===== config.mk =====
export PLATFORM = sky130hd
export DESIGN_NAME = muldiv_unit
export DESIGN_NICKNAME = d
export VERILOG_FILES = /design/src/rtl/muldiv_unit.sv
export SDC_FILE = /design/constraint.sdc
export NUM_CORES = 2
export LEC_CHECK = 0
export BUFFER_PORTS_ARGS = -buffer_cell sky130_fd_sc_hd__buf_2
export CAP_MARGIN = 25
export CORE_MARGIN = 1.5
export CORE_UTILIZATION = 65
export DETAILED_ROUTE_END_ITERATION = 7
export PLACE_DENSITY = 0.82
export SLEW_MARGIN = 20
export SYNTH_ARGS = -nofsm -noshare
export SYNTH_HDL_FRONTEND = slang
export SYNTH_SLANG_ARGS = --single-unit
export TNS_END_PERCENT = 100

===== constraint.sdc =====
create_clock -name i_clk -period 22.1 [get_ports i_clk]
set_input_delay 3.315 -clock i_clk [delete_from_list [all_inputs] [get_ports i_clk]]
set_output_delay 3.315 -clock i_clk [all_outputs]
set_load 0.02 [all_outputs]

===== src/rtl/muldiv_unit.sv =====
// RV32M multiply/divide execute unit: single-cycle multiply from latched operands,
// radix-2 restoring divide, one-cycle registered write-back pulse.
module muldiv_unit #(
  parameter int XLEN = 32
) (
  input  logic            i_clk,
  input  logic            i_reset,
  input  logic            i_start,
  input  logic [2:0]      i_funct3,
  input  logic [XLEN-1:0] i_rs1_data,
  input  logic [XLEN-1:0] i_rs2_data,
  input  logic [4:0]      i_rd_addr,
  output logic            o_stall,
  output logic            o_busy,
  output logic [4:0]      o_rd_addr,
  output logic [XLEN-1:0] o_rd_data,
  output logic            o_rd_wren
);

  typedef enum logic [1:0] {
    S_IDLE = 2'd0,
    S_MUL  = 2'd1,
    S_DIV  = 2'd2,
    S_DONE = 2'd3
  } state_t;

  function automatic logic [XLEN-1:0] neg_xlen(input logic [XLEN-1:0] v);
    return ~v + 32'd1;
  endfunction

  state_t          state_r, state_next_s;
  logic [2:0]      funct3_r;
  logic [4:0]      rd_r;
  logic [XLEN-1:0] a_r, b_r, rem_r, result_r;
  logic [4:0]      cnt_r;
  logic            neg_q_r, neg_r_r;
  logic            busy_r, wren_r;
  logic [4:0]      rd_out_r;
  logic [XLEN-1:0] data_out_r;

  // Decode of the incoming instruction for divide setup and special cases.
  logic            signed_div_s, a_neg_s, b_neg_s, div_zero_s, div_ovf_s, special_s;
  logic [XLEN-1:0] a_abs_s, b_abs_s, special_result_s;

  always_comb begin
    signed_div_s = ~i_funct3[0];
    a_neg_s      = signed_div_s & i_rs1_data[XLEN-1];
    b_neg_s      = signed_div_s & i_rs2_data[XLEN-1];
    a_abs_s      = a_neg_s ? neg_xlen(i_rs1_data) : i_rs1_data;
    b_abs_s      = b_neg_s ? neg_xlen(i_rs2_data) : i_rs2_data;
    div_zero_s   = (i_rs2_data == 32'h0000_0000);
    div_ovf_s    = signed_div_s & (i_rs1_data == 32'h8000_0000) & (i_rs2_data == 32'hFFFF_FFFF);
    special_s    = div_zero_s | div_ovf_s;
    if (div_zero_s) begin
      special_result_s = i_funct3[1] ? i_rs1_data : 32'hFFFF_FFFF;
    end else begin
      special_result_s = i_funct3[1] ? 32'h0000_0000 : 32'h8000_0000;
    end
  end

  // 33-bit extended multiply on the latched operands.
  logic signed [XLEN:0]     mul_a_s, mul_b_s;
  logic signed [2*XLEN-1:0] prod_s;
  logic [XLEN-1:0]          mul_result_s;

  always_comb begin
    mul_a_s      = {(funct3_r[1:0] != 2'b11) & a_r[XLEN-1], a_r};
    mul_b_s      = {~funct3_r[1] & b_r[XLEN-1], b_r};
    prod_s       = mul_a_s * mul_b_s;
    mul_result_s = (funct3_r[1:0] == 2'b00) ? prod_s[XLEN-1:0] : prod_s[2*XLEN-1:XLEN];
  end

  // One restoring-divide step; a_r shifts out dividend bits and collects quotient bits.
  logic [XLEN:0]   shifted_s, diff_s;
  logic            qbit_s;
  logic [XLEN-1:0] rem_next_s, quo_next_s, div_result_s;

  always_comb begin
    shifted_s  = {rem_r, a_r[XLEN-1]};
    diff_s     = shifted_s - {1'b0, b_r};
    qbit_s     = ~diff_s[XLEN];
    rem_next_s = qbit_s ? diff_s[XLEN-1:0] : shifted_s[XLEN-1:0];
    quo_next_s = {a_r[XLEN-2:0], qbit_s};
    if (funct3_r[1]) begin
      div_result_s = neg_r_r ? neg_xlen(rem_next_s) : rem_next_s;
    end else begin
      div_result_s = neg_q_r ? neg_xlen(quo_next_s) : quo_next_s;
    end
  end

  // Next-state and stall decode.
  always_comb begin
    state_next_s = state_r;
    o_stall      = 1'b0;
    case (state_r)
      S_IDLE: begin
        o_stall = i_start;
        if (!i_start) begin
          state_next_s = S_IDLE;
        end else if (!i_funct3[2]) begin
          state_next_s = S_MUL;
        end else if (special_s) begin
          state_next_s = S_DONE;
        end else begin
          state_next_s = S_DIV;
        end
      end
      S_MUL: begin
        o_stall      = 1'b1;
        state_next_s = S_DONE;
      end
      S_DIV: begin
        o_stall = 1'b1;
        if (cnt_r == 5'd31) begin
          state_next_s = S_DONE;
        end else begin
          state_next_s = S_DIV;
        end
      end
      S_DONE: begin
        o_stall      = 1'b0;
        state_next_s = S_IDLE;
      end
      default: begin
        o_stall      = 1'b0;
        state_next_s = S_IDLE;
      end
    endcase
  end

  // State register and registered busy flag.
  always_ff @(posedge i_clk or posedge i_reset) begin
    if (i_reset) begin
      state_r <= S_IDLE;
      busy_r  <= 1'b0;
    end else begin
      state_r <= state_next_s;
      busy_r  <= (state_next_s != S_IDLE);
    end
  end

  // Operand capture, divide iteration and result registers.
  always_ff @(posedge i_clk or posedge i_reset) begin
    if (i_reset) begin
      funct3_r <= 3'd0;
      rd_r     <= 5'd0;
      a_r      <= 32'h0000_0000;
      b_r      <= 32'h0000_0000;
      rem_r    <= 32'h0000_0000;
      result_r <= 32'h0000_0000;
      cnt_r    <= 5'd0;
      neg_q_r  <= 1'b0;
      neg_r_r  <= 1'b0;
    end else begin
      case (state_r)
        S_IDLE: begin
          if (i_start) begin
            funct3_r <= i_funct3;
            rd_r     <= i_rd_addr;
            rem_r    <= 32'h0000_0000;
            cnt_r    <= 5'd0;
            neg_q_r  <= a_neg_s ^ b_neg_s;
            neg_r_r  <= a_neg_s;
            if (!i_funct3[2]) begin
              a_r <= i_rs1_data;
              b_r <= i_rs2_data;
            end else if (special_s) begin
              result_r <= special_result_s;
            end else begin
              a_r <= a_abs_s;
              b_r <= b_abs_s;
            end
          end
        end
        S_MUL: begin
          result_r <= mul_result_s;
        end
        S_DIV: begin
          rem_r <= rem_next_s;
          a_r   <= quo_next_s;
          cnt_r <= cnt_r + 5'd1;
          if (cnt_r == 5'd31) begin
            result_r <= div_result_s;
          end
        end
        default: begin
          cnt_r <= cnt_r;
        end
      endcase
    end
  end

  // Write-back port: loaded from DONE, held otherwise; wren is a single-cycle pulse.
  always_ff @(posedge i_clk or posedge i_reset) begin
    if (i_reset) begin
      wren_r     <= 1'b0;
      rd_out_r   <= 5'd0;
      data_out_r <= 32'h0000_0000;
    end else if (state_r == S_DONE) begin
      wren_r     <= (rd_r != 5'd0);
      rd_out_r   <= rd_r;
      data_out_r <= result_r;
    end else begin
      wren_r <= 1'b0;
    end
  end

  assign o_busy    = busy_r;
  assign o_rd_wren = wren_r;
  assign o_rd_addr = rd_out_r;
  assign o_rd_data = data_out_r;

endmodule


# After elaboration in Yosys (flattened, before gate mapping)
# Index checks and enable logic that the tools add are counted.
op_classes:
  add_sub_neg: 6
  n_mul: 1
  eq_ne: 13
  n_mux: 32
  bitwise: 15
  reduce_logical: 13
ops:
  columns: ["op", "n"]
  rows:
  - ["32-bit two-way mux", 20]
  - ["32-bit by 1-bit adder with 32-bit output (second input constant)", 4]
  - ["32-bit inverter", 4]
  - ["32-bit one-hot mux with 2 select lines", 2]
  - ["32-bit one-hot mux with 3 select lines", 1]
  - ["32-bit == test (second input constant)", 2]
  - ["33-bit by 33-bit multiplier with 64-bit output", 1]
  - ["33-bit by 32-bit subtractor with 33-bit output", 1]
  - ["32-bit logical NOT", 1]
  - ["2-bit inequality test (second input constant)", 6]
  - ["5-bit one-hot mux with 2 select lines", 1]
  - ["2-bit one-hot mux with 4 select lines", 1]
  - ["1-bit AND", 6]
  - ["3-bit AND reduction", 2]
  - ["5-bit by 1-bit adder with 5-bit output (second input constant)", 1]
  - ["5-bit == test (second input constant)", 1]
  - ["5-bit two-way mux", 1]
  - ["5-bit AND reduction", 1]
  - ["5-bit nonzero test", 1]
  - ["2-bit == test (second input constant)", 2]
  - ["2-bit logical NOT", 2]
  - ["2-bit two-way mux", 2]
  - ["2-bit AND reduction", 2]
  - ["2-bit nonzero test", 2]
  - ["9 further kinds", 13]
totals:
  regBits: 183
  in_bits: 75
  output_inout_bits: 40

# Logic depth before layout (Yosys ltp)
logic_depth:
  depth_word: 9
  depth_mapped: 34
  mapped_depth_nobuf: 31

# Worst setup path after synthesis
# Ideal clock, no wire load.
synth_timing:
  path_kind: "register to register"
  from: "register a_r[31]"
  to: "register result_r[29]"
  setup_ps: 64
  arrival_time_ps: 8717
  required_time_ps: 22036
  path_slack_ps: 13319
  path_stages_with_launch: 31
  path_cell_list: "dfrtp_1 -> clkbuf_1 -> inv_1 -> a21oi_1 -> clkbuf_1 -> clkbuf_1 -> nand2_1 -> fa_1 -> fa_1 -> inv_1 -> fa_1 -> inv_1 -> fa_1 -> inv_1 -> fa_1 -> fa_1 -> fa_1 -> inv_1 -> fa_1 -> inv_1 -> ha_1 -> nor2b_1 -> o21ai_0 -> nand2b_1 -> nor4_1 -> o41ai_1 -> a211oi_1 -> o21ai_0 -> mux2_2 -> a211oi_1 -> a211o_1"
synth_between:
  elab_chain_len: 8
  elab_cells_between_ends: 15
  cone_classes: "add/sub (3); mul (1); mux (7); bitwise (4)"
synth_lines:
  columns: ["item", "line_no", "rtl"]
  rows:
  - ["start: declaration", "34", "logic [XLEN-1:0] a_r, b_r, rem_r, result_r;"]
  - ["start signal: assignment", "165", "a_r <= i_rs1_data;"]
  - ["start signal: assignment", "170", "a_r <= a_abs_s;"]
  - ["start signal: assignment", "180", "a_r <= quo_next_s;"]
  - ["33-bit by 32-bit subtractor with 33-bit output", "80", "diff_s = shifted_s - {1'b0, b_r};"]
  - ["32-bit two-way mux or 1-bit inverter (tied branches)", "82, 81", null]
  - ["32-bit inverter", "28", "return ~v + 32'd1;"]
  - ["32-bit by 1-bit adder with 32-bit output", "28", null]
  - ["32-bit two-way mux, on equally long branches", "85, 87", null]
  - ["32-bit two-way mux", "84", "if (funct3_r[1]) begin"]
  - ["32-bit two-way mux", "182", "if (cnt_r == 5'd31) begin"]
  - ["32-bit one-hot mux with 3 select lines *", "155", "case (state_r)"]
  - ["end signal: assignment", "168", "result_r <= special_result_s;"]
  - ["end signal: assignment", "176", "result_r <= mul_result_s;"]
  - ["end signal: assignment", "183", "result_r <= div_result_s;"]
  - ["end: declaration", "34", null]
# Mark *: on every way between the ends. The rest lies on a longest branch, timed or not. The select of a mux whose other input is x is not followed.
# A chain may end at the register's enable or synchronous reset.

# Worst setup path in the final report
# Same ends and word-level chain as after synthesis.

==> flow_metrics.py <==
metrics = {
    "status": {
        "outcome": "completed",
    },
    "cells_and_area": {
        "n_fill_cell": 6062,
        "area_growth_pct": 3.68,
        "nets": 7178,
        "drive_above_1_share": 0.0553,
        "stdcell_area_sq_um": 53200,
        "final_cell_mix": "1177 x inv_1, 1126 x fa_1, 975 x nand2_1",
        "final_common_cell": "inv_1",
    },
    "place": {
        "dp_hpwl_um": 121000,
        "portBuffers": 114,
        "gp_congestion": 1.06,
        "place_ws_ns": 12.27,
        "placed_area_sq_um": 52500,
    },
    "clocking": {
        "clk_path_buf_depth": 2,
        "ctsHtreeMaxLevel": 4,
        "cts-root-buf": "clkbuf_16",
        "ctsHoldBuffers": 0,
        "cts_setup_buffers": 0,
        "clkSinkCount": 183,
        "clk_latency_ns": 0.47,
        "cts_tree": "built",
        "numCtsBuffers": 17,
        "cts-resized-gates": 0,
        "cts.clk_slew.worst_paths_ns": 0.08,
    },
    "route": {
        "drtAntennaViolNets": 0,
        "vias": 41500,
        "wl_per_cell_um": 22.9,
        "dr.pass1.iters": 7,
        "routed_wl_um": 155000,
        "drc": 0,
        "via_per_inst": 6.13,
        "drt_iter0_drc": 4681,
    },
    "sta": {
        "hold_violations": 0,
        "setup_violations": 0,
        "layout_min_cycle_time_ns": 9.97,
        "tightest_slew_ns": 1.13,
        "fin_crit_sh": 0.451,
        "slew_viol_final": 0,
        "max_slew_margin": 0.249,
        "setup_ws_ns": 12.13,
        "timing.fmax_mhz": 100,
        "holdWs_ns": 0.495,
        "grt_setup_unrepaired": "no",
        "skew_ns": 0.0194,
        "setup_tns_ns": 0,
    },
    "grt": {
        "grt_max_degree": 111,
        "grt_usage": 0.399,
        "antenna_found_initial": 10,
        "grt_overflow": 0,
        "grt_pass1_vias": 44300,
        "grt_pass1_wl_um": 247000,
    },
    "floorplan": {
        "die_h_um": 284,
        "pin_count": 115,
        "die_w_um": 284,
        "rows": 102,
        "coreArea_sq_um": 77800,
        "dieArea_sq_um": 80600,
        "floorplan.initialDensity": 0.659,
    },
    "min_path": {
        "hp-class": "register to register",
    },
    "synth": {
        "synth_cells": 5847,
        "async_flop_share": 1.00,
        "ys_ff_latch": 183,
        "ys_types": 83,
        "synth.avg_cell_area_sq_um": 8.78,
        "synth-main-ff-cell": "dfrtp_1",
        "netlist_area_sq_um": 51300,
        "synth-edff-count": 0,
        "synth_seq_area_share": 0.0893,
        "syn_nets": 7304,
        "yosysWarnings": 0,
    },
    "worst_setup_path": {
        "critPathMaxStageDelay_ns": 0.80,
        "criticalPathCategory": "register to register",
        "start_kind": "register",
        "ff2ff_setup_slack_ns": 12.13,
        "critPathMaxFanout": 31,
        "end_kind": "register",
        "crit_arrival_ns": 10.36,
        "crit_required_ns": 22.50,
        "cp_slowest_cell": "fa_1",
    },
    "run": {
        "cap_violations": 0,
    },
}
## synth_stat cells, types with 8 or more instances
cell / n / area, sq um
fa_1: 1126 / 22500
o31ai_1: 40 / 300
or3_1: 40 / 250
a31oi_1: 21 / 131
mux2i_1: 37 / 370
nor3_1: 49 / 245
inv_1: 1178 / 4420
a211o_1: 10 / 87.6
buf_1: 25 / 93.8
or2_2: 12 / 75.1
buf_2: 9 / 45.0
dfrtp_1: 183 / 4580
nand3_1: 38 / 190
o211ai_1: 24 / 180
xor2_1: 94 / 823
clkbuf_1: 307 / 1150
a211oi_1: 25 / 188
nand2_1: 975 / 3660
nand4_1: 19 / 119
or4_1: 11 / 82.6
ha_1: 256 / 3200
and2_1: 337 / 2110
mux2_2: 48 / 541
nand2b_1: 21 / 131
and4_1: 8 / 70.1
a21o_1: 37 / 278
nand3b_1: 8 / 60.1
nor2_1: 173 / 649
and3_1: 19 / 119
o21a_1: 18 / 135
nor2b_1: 12 / 75.1
xnor2_1: 113 / 990
o21ai_0: 243 / 1220
a221oi_1: 9 / 78.8
a21oi_1: 180 / 901
nor4_1: 19 / 119
o221ai_1: 13 / 114
o21bai_1: 12 / 90.1
## sequential cells by signal, summed over array words and instances (netlist names)
| signal | cells |
|---|---|
| result_r | 32 |
| o_busy | 1 |
| rd_r | 5 |
| funct3_r | 2 |
| neg_q_r | 1 |
| o_rd_data | 32 |
| rem_r | 32 |
| state_r | 2 |
| cnt_r | 5 |
| o_rd_addr | 5 |
| o_rd_wren | 1 |
| neg_r_r | 1 |
| a_r | 32 |
| b_r | 32 |
## stage by stage
step	utilization	std cells
after floorplan	-	5847
after global placement	0.675	6738
after detailed placement	0.675	6739
after CTS	0.682	6771
after global routing	0.683	6775
final	0.683	6777
## cell families after synthesis
family,Yosys count,synth area share
simple gates,1756,0.158
buf+inv,1523,0.112
fa+ha+maj,1382,0.502
compound gates,711,0.0862
xor+xnor,207,0.0353
flops,183,0.0893
mux,85,0.0178
## area by class of cell
cell class,instances,area (sq um),area share
Antenna cell,3,7.51,0.000141
Clock buffer,18,429,0.00807
Clock inverter,14,156,0.00294
Inverter,1180,4440,0.0835
Multi-Input combinational cell,4141,41000,0.771
Sequential cell,183,4590,0.0862
Tap cell,1040,1300,0.0245
Timing Repair Buffer,198,1250,0.0235
## routing by layer
| layer | vias up | global-route usage | share of wire |
|---|---|---|---|
| li1 | 17500 | - | - |
| met1 | 20700 | 0.522 | 0.36 |
| met2 | 2668 | 0.616 | 0.45 |
| met3 | 632 | 0.106 | 0.13 |
| met4 | 14 | 0.201 | 0.066 |
| met5 | - | 0.00774 | 0.0011 |
## final timing paths
kind | start | to | depth (start not counted)
min | result_r[3] | result_r[3] | 1
min reg2reg | result_r[3] | result_r[3] | 1
min in group asynchronous | i_reset | rd_r[0] | 2
max in group asynchronous | i_reset | rem_r[15] | 4
max reg2reg | a_r[31] | result_r[29] | 30
max | a_r[31] | result_r[29] | 30
## worst max-delay path, delay by kind of cell (launching register included)
family | cells | cell delay [ns]
simple gates | 4 | 0.95
flops | 1 | 0.39
fa+ha+maj | 9 | 4.97
compound gates | 7 | 1.43
mux | 1 | 0.29
buf+inv | 9 | 1.81
Power is left out: the tool's default activity adds up to more than one toggle a clock period on the data nets, which glitch-free logic cannot reach.
